<file path="config.mk">
export PLATFORM = sky130hd
export DESIGN_NAME = fixed_point_multiplier
export DESIGN_NICKNAME = d
export VERILOG_FILES = /design/src/rtl/fxp_defs_pkg.sv /design/src/rtl/fxp_saturate.sv /design/src/rtl/fixed_point_multiplier.sv
export SDC_FILE = /design/constraint.sdc
export NUM_CORES = 1
export LEC_CHECK = 0
export CORE_ASPECT_RATIO = 2
export CORE_MARGIN = 2
export CORE_UTILIZATION = 28
export DETAILED_ROUTE_END_ITERATION = 6
export PLACE_DENSITY = 0.44
export SLEW_MARGIN = 15
export SYNTH_ARGS = -nofsm -noshare
export SYNTH_HDL_FRONTEND = slang
export SYNTH_SLANG_ARGS = --single-unit
</file>
<file path="constraint.sdc">
create_clock -name clk -period 4.28 [get_ports clk]
set_clock_uncertainty 0.2 [all_clocks]
set_input_delay 0.856 -clock clk [delete_from_list [all_inputs] [get_ports clk]]
set_output_delay 0.856 -clock clk [all_outputs]
set_load 0.02 [all_outputs]
</file>
<file path="src/rtl/fxp_defs_pkg.sv">
// Shared constants for the fixed-point gain blocks: gain format, result width,
// saturation limits and the multiplier FSM state encodings.
package fxp_defs_pkg;

    // Gain format: sign-magnitude, 1 sign + INT_BITS integer + FRAC_BITS fraction
    localparam int unsigned INT_BITS  = 9;
    localparam int unsigned FRAC_BITS = 10;
    localparam int unsigned DATA_W    = 16;

    localparam int unsigned FMT_W     = 1 + INT_BITS + FRAC_BITS;
    localparam int unsigned SIGN_BIT  = FMT_W - 1;
    localparam int unsigned MAG_X_W   = INT_BITS + FRAC_BITS;

    // |B| needs one extra bit so that -32768 maps to +32768
    localparam int unsigned MAG_B_W   = DATA_W + 1;

    // Accumulator holds the full magnitude product plus rounding headroom
    localparam int unsigned ACC_W     = 36;
    localparam int unsigned CNT_W     = 5;
    localparam int unsigned LAST_BIT  = MAG_X_W - 1;

    // Result clamp limits
    localparam logic signed [DATA_W-1:0] SAT_MAX = 16'sh7FFF;
    localparam logic signed [DATA_W-1:0] SAT_MIN = 16'sh8000;
    localparam int unsigned POS_LIM = 32767;
    localparam int unsigned NEG_LIM = 32768;

    // FSM encodings
    localparam logic [1:0] IDLE   = 2'd0;
    localparam logic [1:0] CALC   = 2'd1;
    localparam logic [1:0] FINISH = 2'd2;

endpackage

</file>
<file path="src/rtl/fxp_saturate.sv">
// Combinational sign-apply and clamp: turns a sign plus an unsigned magnitude
// into a DATA_W two's-complement value and a clamp flag. A zero magnitude is
// always +0 regardless of sign.
module fxp_saturate
    import fxp_defs_pkg::*;
#(
    parameter int unsigned MAG_W = ACC_W
) (
    input  logic                     neg,
    input  logic [MAG_W-1:0]         mag,
    output logic signed [DATA_W-1:0] y_c,
    output logic                     sat_c
);

    // Apply sign and clamp to the representable range
    always_comb begin
        y_c   = '0;
        sat_c = 1'b0;
        if (mag == '0) begin
            y_c   = '0;
            sat_c = 1'b0;
        end else if (!neg) begin
            if (mag > MAG_W'(POS_LIM)) begin
                y_c   = SAT_MAX;
                sat_c = 1'b1;
            end else begin
                y_c = DATA_W'(mag);
            end
        end else begin
            if (mag > MAG_W'(NEG_LIM)) begin
                y_c   = SAT_MIN;
                sat_c = 1'b1;
            end else begin
                y_c = DATA_W'(~mag + MAG_W'(1));
            end
        end
    end

endmodule

</file>
<file path="src/rtl/fixed_point_multiplier.sv">
// Iterative shift-add multiplier: scales a signed 16-bit integer by a 20-bit
// sign-magnitude fixed-point gain, one gain bit per clock, with saturated
// 16-bit output and start/busy/done handshake.
// Optional build macro FXP_MUL_ROUND_EN: round half away from zero on the
// magnitude instead of truncating.
module fixed_point_multiplier
    import fxp_defs_pkg::*;
(
    input  logic                     clk,
    input  logic                     rst,
    input  logic                     start,
    input  logic [FMT_W-1:0]         X,
    input  logic [DATA_W-1:0]        B,
    output logic                     busy,
    output logic                     done,
    output logic signed [DATA_W-1:0] Y,
    output logic                     sat
);

`ifdef FXP_MUL_ROUND_EN
    localparam logic [ACC_W-1:0] RND_ADD = ACC_W'(1) << (FRAC_BITS - 1);
`else
    localparam logic [ACC_W-1:0] RND_ADD = '0;
`endif

    logic [1:0]               state, state_nxt;
    logic [CNT_W-1:0]         cnt, cnt_nxt;
    logic [ACC_W-1:0]         acc, acc_nxt;
    logic [MAG_X_W-1:0]       magx, magx_nxt;
    logic [MAG_B_W-1:0]       magb, magb_nxt;
    logic                     sgn, sgn_nxt;
    logic                     busy_nxt, done_nxt, sat_nxt;
    logic signed [DATA_W-1:0] y_nxt;

    logic [MAG_B_W-1:0]       b_ext;
    logic [ACC_W-1:0]         rounded;
    logic [ACC_W-1:0]         shifted;
    logic signed [DATA_W-1:0] sat_y_c;
    logic                     sat_flag_c;

    // Operand magnitude and final scaling datapath
    always_comb begin
        b_ext   = {B[DATA_W-1], B};
        rounded = acc + RND_ADD;
        shifted = rounded >> FRAC_BITS;
    end

    fxp_saturate #(
        .MAG_W (ACC_W)
    ) u_sat (
        .neg   (sgn),
        .mag   (shifted),
        .y_c   (sat_y_c),
        .sat_c (sat_flag_c)
    );

    // Next-state and next-output logic
    always_comb begin
        state_nxt = state;
        cnt_nxt   = cnt;
        acc_nxt   = acc;
        magx_nxt  = magx;
        magb_nxt  = magb;
        sgn_nxt   = sgn;
        busy_nxt  = busy;
        done_nxt  = 1'b0;
        y_nxt     = Y;
        sat_nxt   = sat;

        case (state)
            IDLE: begin
                busy_nxt = 1'b0;
                if (start) begin
                    magx_nxt  = X[MAG_X_W-1:0];
                    sgn_nxt   = X[SIGN_BIT] ^ B[DATA_W-1];
                    magb_nxt  = B[DATA_W-1] ? (~b_ext + MAG_B_W'(1)) : b_ext;
                    acc_nxt   = '0;
                    cnt_nxt   = '0;
                    busy_nxt  = 1'b1;
                    state_nxt = CALC;
                end
            end
            CALC: begin
                if (magx[cnt]) begin
                    acc_nxt = acc + (ACC_W'(magb) << cnt);
                end
                cnt_nxt = cnt + CNT_W'(1);
                if (cnt == CNT_W'(LAST_BIT)) begin
                    state_nxt = FINISH;
                end
            end
            FINISH: begin
                y_nxt     = sat_y_c;
                sat_nxt   = sat_flag_c;
                done_nxt  = 1'b1;
                busy_nxt  = 1'b0;
                state_nxt = IDLE;
            end
            default: begin
                busy_nxt  = 1'b0;
                state_nxt = IDLE;
            end
        endcase
    end

    // State, datapath and output registers with synchronous reset
    always_ff @(posedge clk) begin
        if (rst) begin
            state <= IDLE;
            cnt   <= '0;
            acc   <= '0;
            magx  <= '0;
            magb  <= '0;
            sgn   <= 1'b0;
            busy  <= 1'b0;
            done  <= 1'b0;
            Y     <= '0;
            sat   <= 1'b0;
        end else begin
            state <= state_nxt;
            cnt   <= cnt_nxt;
            acc   <= acc_nxt;
            magx  <= magx_nxt;
            magb  <= magb_nxt;
            sgn   <= sgn_nxt;
            busy  <= busy_nxt;
            done  <= done_nxt;
            Y     <= y_nxt;
            sat   <= sat_nxt;
        end
    end

endmodule

</file>
== Word-level counts from Yosys, hierarchy flattened ==
Cells that the tools add are included.

* Muxes and demuxes: 22
* Reduce and logical (&&, ||, !) cells: 7
* Magnitude comparators: 3
* Add/sub/neg operators: 4
* Bitwise operators: 3
* Shift-type cells: 1
* Equal/unequal tests: 6

{| class="wikitable"
|+ Operators by type and width
! kind !! count
|-
| $mux W36 || 2
|-
| $pmux W36 S2 || 1
|-
| $mux W16 || 4
|-
| $add A36 B36 Y36 || 1
|-
| $logic_not A36 Y1 || 1
|-
| $shl A17 B5 Y36 || 1
|-
| $gt A26 B15 Y1 const B || 1
|-
| $gt A26 B16 Y1 const B || 1
|-
| $add A17 B1 Y17 const B || 1
|-
| $mux W17 || 1
|-
| $not A17 Y17 || 1
|-
| $add A16 B1 Y16 const B || 1
|-
| $not A16 Y16 || 1
|-
| $pmux W5 S2 || 1
|-
| $mux W1 || 7
|-
| $lt A5 B6 Y1 const B || 1
|-
| $ne A2 B2 Y1 const B || 3
|-
| $reduce_and A2 Y1 || 3
|-
| $add A5 B1 Y5 const B || 1
|-
| $bmux W1 S5 || 1
|-
| $eq A5 B5 Y1 const B || 1
|-
| $mux W5 || 1
|-
| $mux W2 || 2
|-
| $pmux W2 S2 || 1
|-
| 7 further kinds || 7
|}

* Flip-flop bits (word level): 99
* Input port bits: 39
* Logic and storage cells: 56
* Output and inout port bits: 19

== Longest topological paths before layout ==
* Depth after elaboration: 5
* Mapped depth: 21
* Depth with buffers taken out: 18

== Cells and area by module ==
Synthesis repeated with hierarchy kept, for this count alone.

* Cells, all modules: 978
* Area, all modules: 7,384.6 um2

{| class="wikitable"
|+ Modules (own cells, without submodules)
! module !! instances !! sequential area each (um2) !! area each (um2) !! cells each
|-
| fixed_point_multiplier || 1 || 1,981.9 || 6,740.2 || 879
|-
| fxp_saturate || 1 || 0.0 || 644.4 || 99
|}

== Worst setup path before layout ==
OpenSTA, ideal clock, no wires.

* Path type: flip-flop to flip-flop
* Start: register cnt[1]
* End: register acc[24]
* Path buffers: 3
* Clock period less this slack: 4.403 ns
* Setup time: 0.117 ns
* Cell stages (with the launch flop): 19
* Data arrival time: 4.085 ns
* Required time: 3.963 ns
* Setup slack: -0.123 ns
* Path through: dfxtp_1 buf_2 buf_1 clkbuf_1 mux4_2 nand2_1 nand2_1 o21ai_0 nor2_1 ha_1 a21oi_1 o32ai_1 o21ai_0 a21oi_2 o31ai_2 a211oi_1 o31a_1 or3_1 a32o_1

* Cells in the longest elaborated chain, start to end: 4
* Elaborated cells between the ends (all ways): 8
* Those cells by class: add/sub: 1; eq/ne: 1; shift: 1; mux: 4; reduce/logical: 1

{| class="wikitable"
|+ RTL lines
! item !! RTL line !! RTL
|-
| from (decl) || fixed_point_multiplier.sv:27 || <nowiki>logic [CNT_W-1:0] cnt, cnt_nxt;</nowiki>
|-
| from (signal assigned) || fixed_point_multiplier.sv:121 || <nowiki>cnt <= cnt_nxt;</nowiki>
|-
| $shl A17 B5 Y36 or $bmux W1 S5 (tied branches) || fixed_point_multiplier.sv:85, fixed_point_multiplier.sv:84 ||
|-
| $add A36 B36 Y36 or $mux W1 (tied branches) || fixed_point_multiplier.sv:85, fixed_point_multiplier.sv:84 ||
|-
| $mux W36 or $ne A2 B2 Y1 (tied branches) || -- ||
|-
| $pmux W36 S2 or $reduce_and A3 Y1 (tied branches) || -- ||
|-
| to (signal assigned) || fixed_point_multiplier.sv:122 || <nowiki>acc <= acc_nxt;</nowiki>
|-
| to (decl) || fixed_point_multiplier.sv:28 || <nowiki>logic [ACC_W-1:0] acc, acc_nxt;</nowiki>
|}

Several ways; a longest one is shown, not always the timed one. The select of a mux whose other input is x is not followed.
A chain may end at the register's enable or synchronous reset.

== Worst setup path after layout ==
* Start: register cnt[0]
* End: register acc[24]

Same word-level chain as after synthesis.

==> impl_metrics.yaml <==
timing:
  max_slew_margin: 0.397
  hold_viol_final: 0
  setup_viol: 0
  fin_crit_sh: 0.972
  rsz0062_at_grt: "yes"
  worst_slack_ps: 119
  slew_viol_final: 0
  worst_pin_slew_ps: 897
  period_needed_ps: 4160
  fmax_ghz: 0.240
yosys:
  synth_common_cells: "nand2_1 (130), dfxtp_1 (99), nor2_1 (92)"
  yosysUniqueCellTypes: 79
  post-synth-top-count-cell: "nand2_1"
  syn_area_sq_mm: 0.00740
  synth_flop_cell: "dfxtp_1"
  ys_top_cells_by_area: "dfxtp_1 (27%), ha_1 (6.6%), nand2_1 (6.6%)"
  syn-mean-instance-area_sq_um: 7.84
  syn_nets: 1022
  synth-seq-cells: 99
  ys_seq_area_frac: 0.268
  synth_edf_count: 0
  netlist.area_leader.share: 0.268
  synth_top_cell_by_area: "dfxtp_1"
  synthCells: 943
  async_flop_share: 0
  yosys_warnings: 0
clock_tree:
  htree_levels: 3
  cts_max_path_buffers: 2
  cts_tree: "yes"
  root_buffer: "clkbuf_16"
  insertion_delay_ps: 380
  cts-buffers-inserted: 9
  path_clk_slew_ps: 80
  cts_sinks: 99
drt:
  final_antenna_net_count: 0
  vias_per_cell: 5.08
  drcViolationCount: 0
  drt-total-wl_um: 24200
  dr.pass1.iters: 4
  wl_per_cell_um: 17.5
  via_count: 7030
  drt-initial-drc-count: 274
layout:
  synthToLayoutAreaGrowth_pct: 24.6
  n_antenna_cell: 0
  nFillCells: 2795
  drive_above_1_share: 0.185
  multi_input_area_sq_mm: 0.00519
  seqCellArea_sq_mm: 0.00199
  final_area_sq_mm: 0.00922
  nets: 1114
worst_setup_path:
  crit_arrival_ps: 4240
  path_cells: "clkbuf_16, mux4_2, mux2i_2, mux2i_1, and2_1, ha_1, a21o_1, and2_1, o31ai_2, a211oi_1, o31a_1, or3_1, a32o_1"
  cp.required_ps: 4360
  setup.worst_path.end_class: "flop"
  cp_slowest_cell: "mux4_2"
  cp-start-kind: "flop"
  crit_type: "flop to flop"
  crit_path_max_incr_delay_ps: 570
  cp_max_fo: 8
  cpMostUsedCell: "and2_1"
global_route:
  first_global_vias: 7022
  antenna_found_initial: 0
  grt_max_degree: 50
  grt_pass1_wl_um: 37800
  track_usage: 0.178
  grt-ovfl-total: 0
floorplanning:
  io_pins: 58
  core_sq_mm: 0.0262
  rows: 84
  die_y_um: 234
  die-area_sq_mm: 0.0278
  initial_core_util: 0.283
  die_w_um: 119
placement:
  dpl.hpwl_um: 19400
  io_buffers: 57
  globalplace.congestion: 0.913
  dpl-instance-area_sq_mm: 0.00869
  dp_slack_ps: -338
status:
  status: "complete, no violations"
hold_path:
  hold_path_class: "flop to flop"
power_and_ir_drop:
  power_density_mw_per_mm2: 247
  power.leakage_nw: 3.69
  ir_worst_vdd_mv: 0.180
flow_run:
  maxCapViolCount: 0
==> flip-flops by register name, indices dropped and copies added, names as in the netlist <==
signal	cells
acc	36
magx	19
magb	17
Y	16
cnt	5
state	2
busy	1
done	1
sat	1
sgn	1
==> worst max-delay path: cells and delay by family, from the launching register on <==
family / cells / cell delay (ps)
AO/OA/AOI/OAI: 5 / 1250
adder cells (fa/ha/maj): 1 / 370
buffers and inverters: 1 / 150
flip-flops: 1 / 370
multiplexers: 3 / 1000
AND/OR/NAND/NOR: 3 / 750
==> power breakdown <==
part           leakage, nW  internal, mW  total, mW  switching, mW
Clock                0.145         0.411      0.841          0.430
Combinational         2.73         0.209      0.457          0.247
Sequential           0.806         0.948      0.980         0.0320
Total                 3.69          1.57       2.28          0.710
==> stage by stage <==
stage                     TNS (ps)  std cells  power (mW)   util  hold WS [ps]
after floorplan                  0        943        1.27      -           232
after global placement       -1060       1362        1.45  0.332           240
after detailed placement     -1340       1362        1.45  0.332           243
after CTS                        0       1378        2.31  0.345           255
after global routing         -85.2       1384        2.40  0.352           272
final                            0       1384        2.28  0.352           251
==> placed cells by master, fill, tap and decap left out, types with 7 or more instances in the layout <==
master / instances
nand2b_1: 9
nor3_1: 33
nand2_1: 130
o22ai_1: 10
inv_1: 17
o21ai_1: 12
o31ai_1: 10
clkdlybuf4s50_1: 56
nor4_1: 8
a22oi_1: 12
dfxtp_1: 97
o21ai_0: 39
mux4_2: 10
ha_1: 35
a211oi_1: 19
a21oi_1: 82
xnor2_1: 20
nand3_1: 11
or3_1: 12
a22oi_2: 10
xor2_1: 29
mux2i_1: 15
buf_4: 84
o211ai_1: 7
nor2_1: 92
a21o_1: 19
clkbuf_16: 10
nor2b_1: 7
nor2_2: 12
==> worst paths after layout <==
| check | start | endpoint | slack (ps) | cells after the start |
|---|---|---|---|---|
| worst max register to register | cnt[0] | acc[24] | 120 | 13 |
| worst min-delay path | magx[9] | magx[9] | 250 | 2 |
| worst max-delay path | cnt[0] | acc[24] | 120 | 13 |
| worst min register to register | magx[9] | magx[9] | 250 | 2 |
==> cell type report <==
class,count,area share
Timing Repair Buffer,142,0.134
Clock buffer,9,0.0244
Clock inverter,7,0.00774
Tap cell,344,0.0467
Sequential cell,99,0.215
Inverter,20,0.00896
Multi-Input combinational cell,763,0.563
==> per-layer routing <==
| metal | GRT usage | part of all wire | up-vias |
|---|---|---|---|
| met4 | 0.0993 | 0.054 | 0 |
| met3 | 0.0289 | 0.020 | 58 |
| li1 | - | - | 3613 |
| met5 | 0 | 0 | - |
| met1 | 0.156 | 0.34 | 3246 |
| met2 | 0.368 | 0.59 | 113 |
==> what timing repair did <==
action,4_1_cts,5_1_grt
setup buffers,0,5
pin swaps,0,12
hold buffers,0,0
cloned,0,1
endpoints found under the setup margin,9,11
resized for setup,13,34
==> logic make-up (layout without fill, tap and decap cells) <==
| logic type | Yosys count | after routing | synth area share |
|---|---|---|---|
| xor gates and xnor gates | 49 | 49 | 0.0580 |
| adders and majority gates | 40 | 40 | 0.0687 |
| AOI/OAI and AO/OA | 288 | 288 | 0.261 |
| buffers and inverters | 81 | 178 | 0.0528 |
| muxes | 35 | 35 | 0.0694 |
| and+or+nand+nor | 351 | 351 | 0.222 |
| DFF | 99 | 99 | 0.268 |
(Power assumes the default switching activity.)
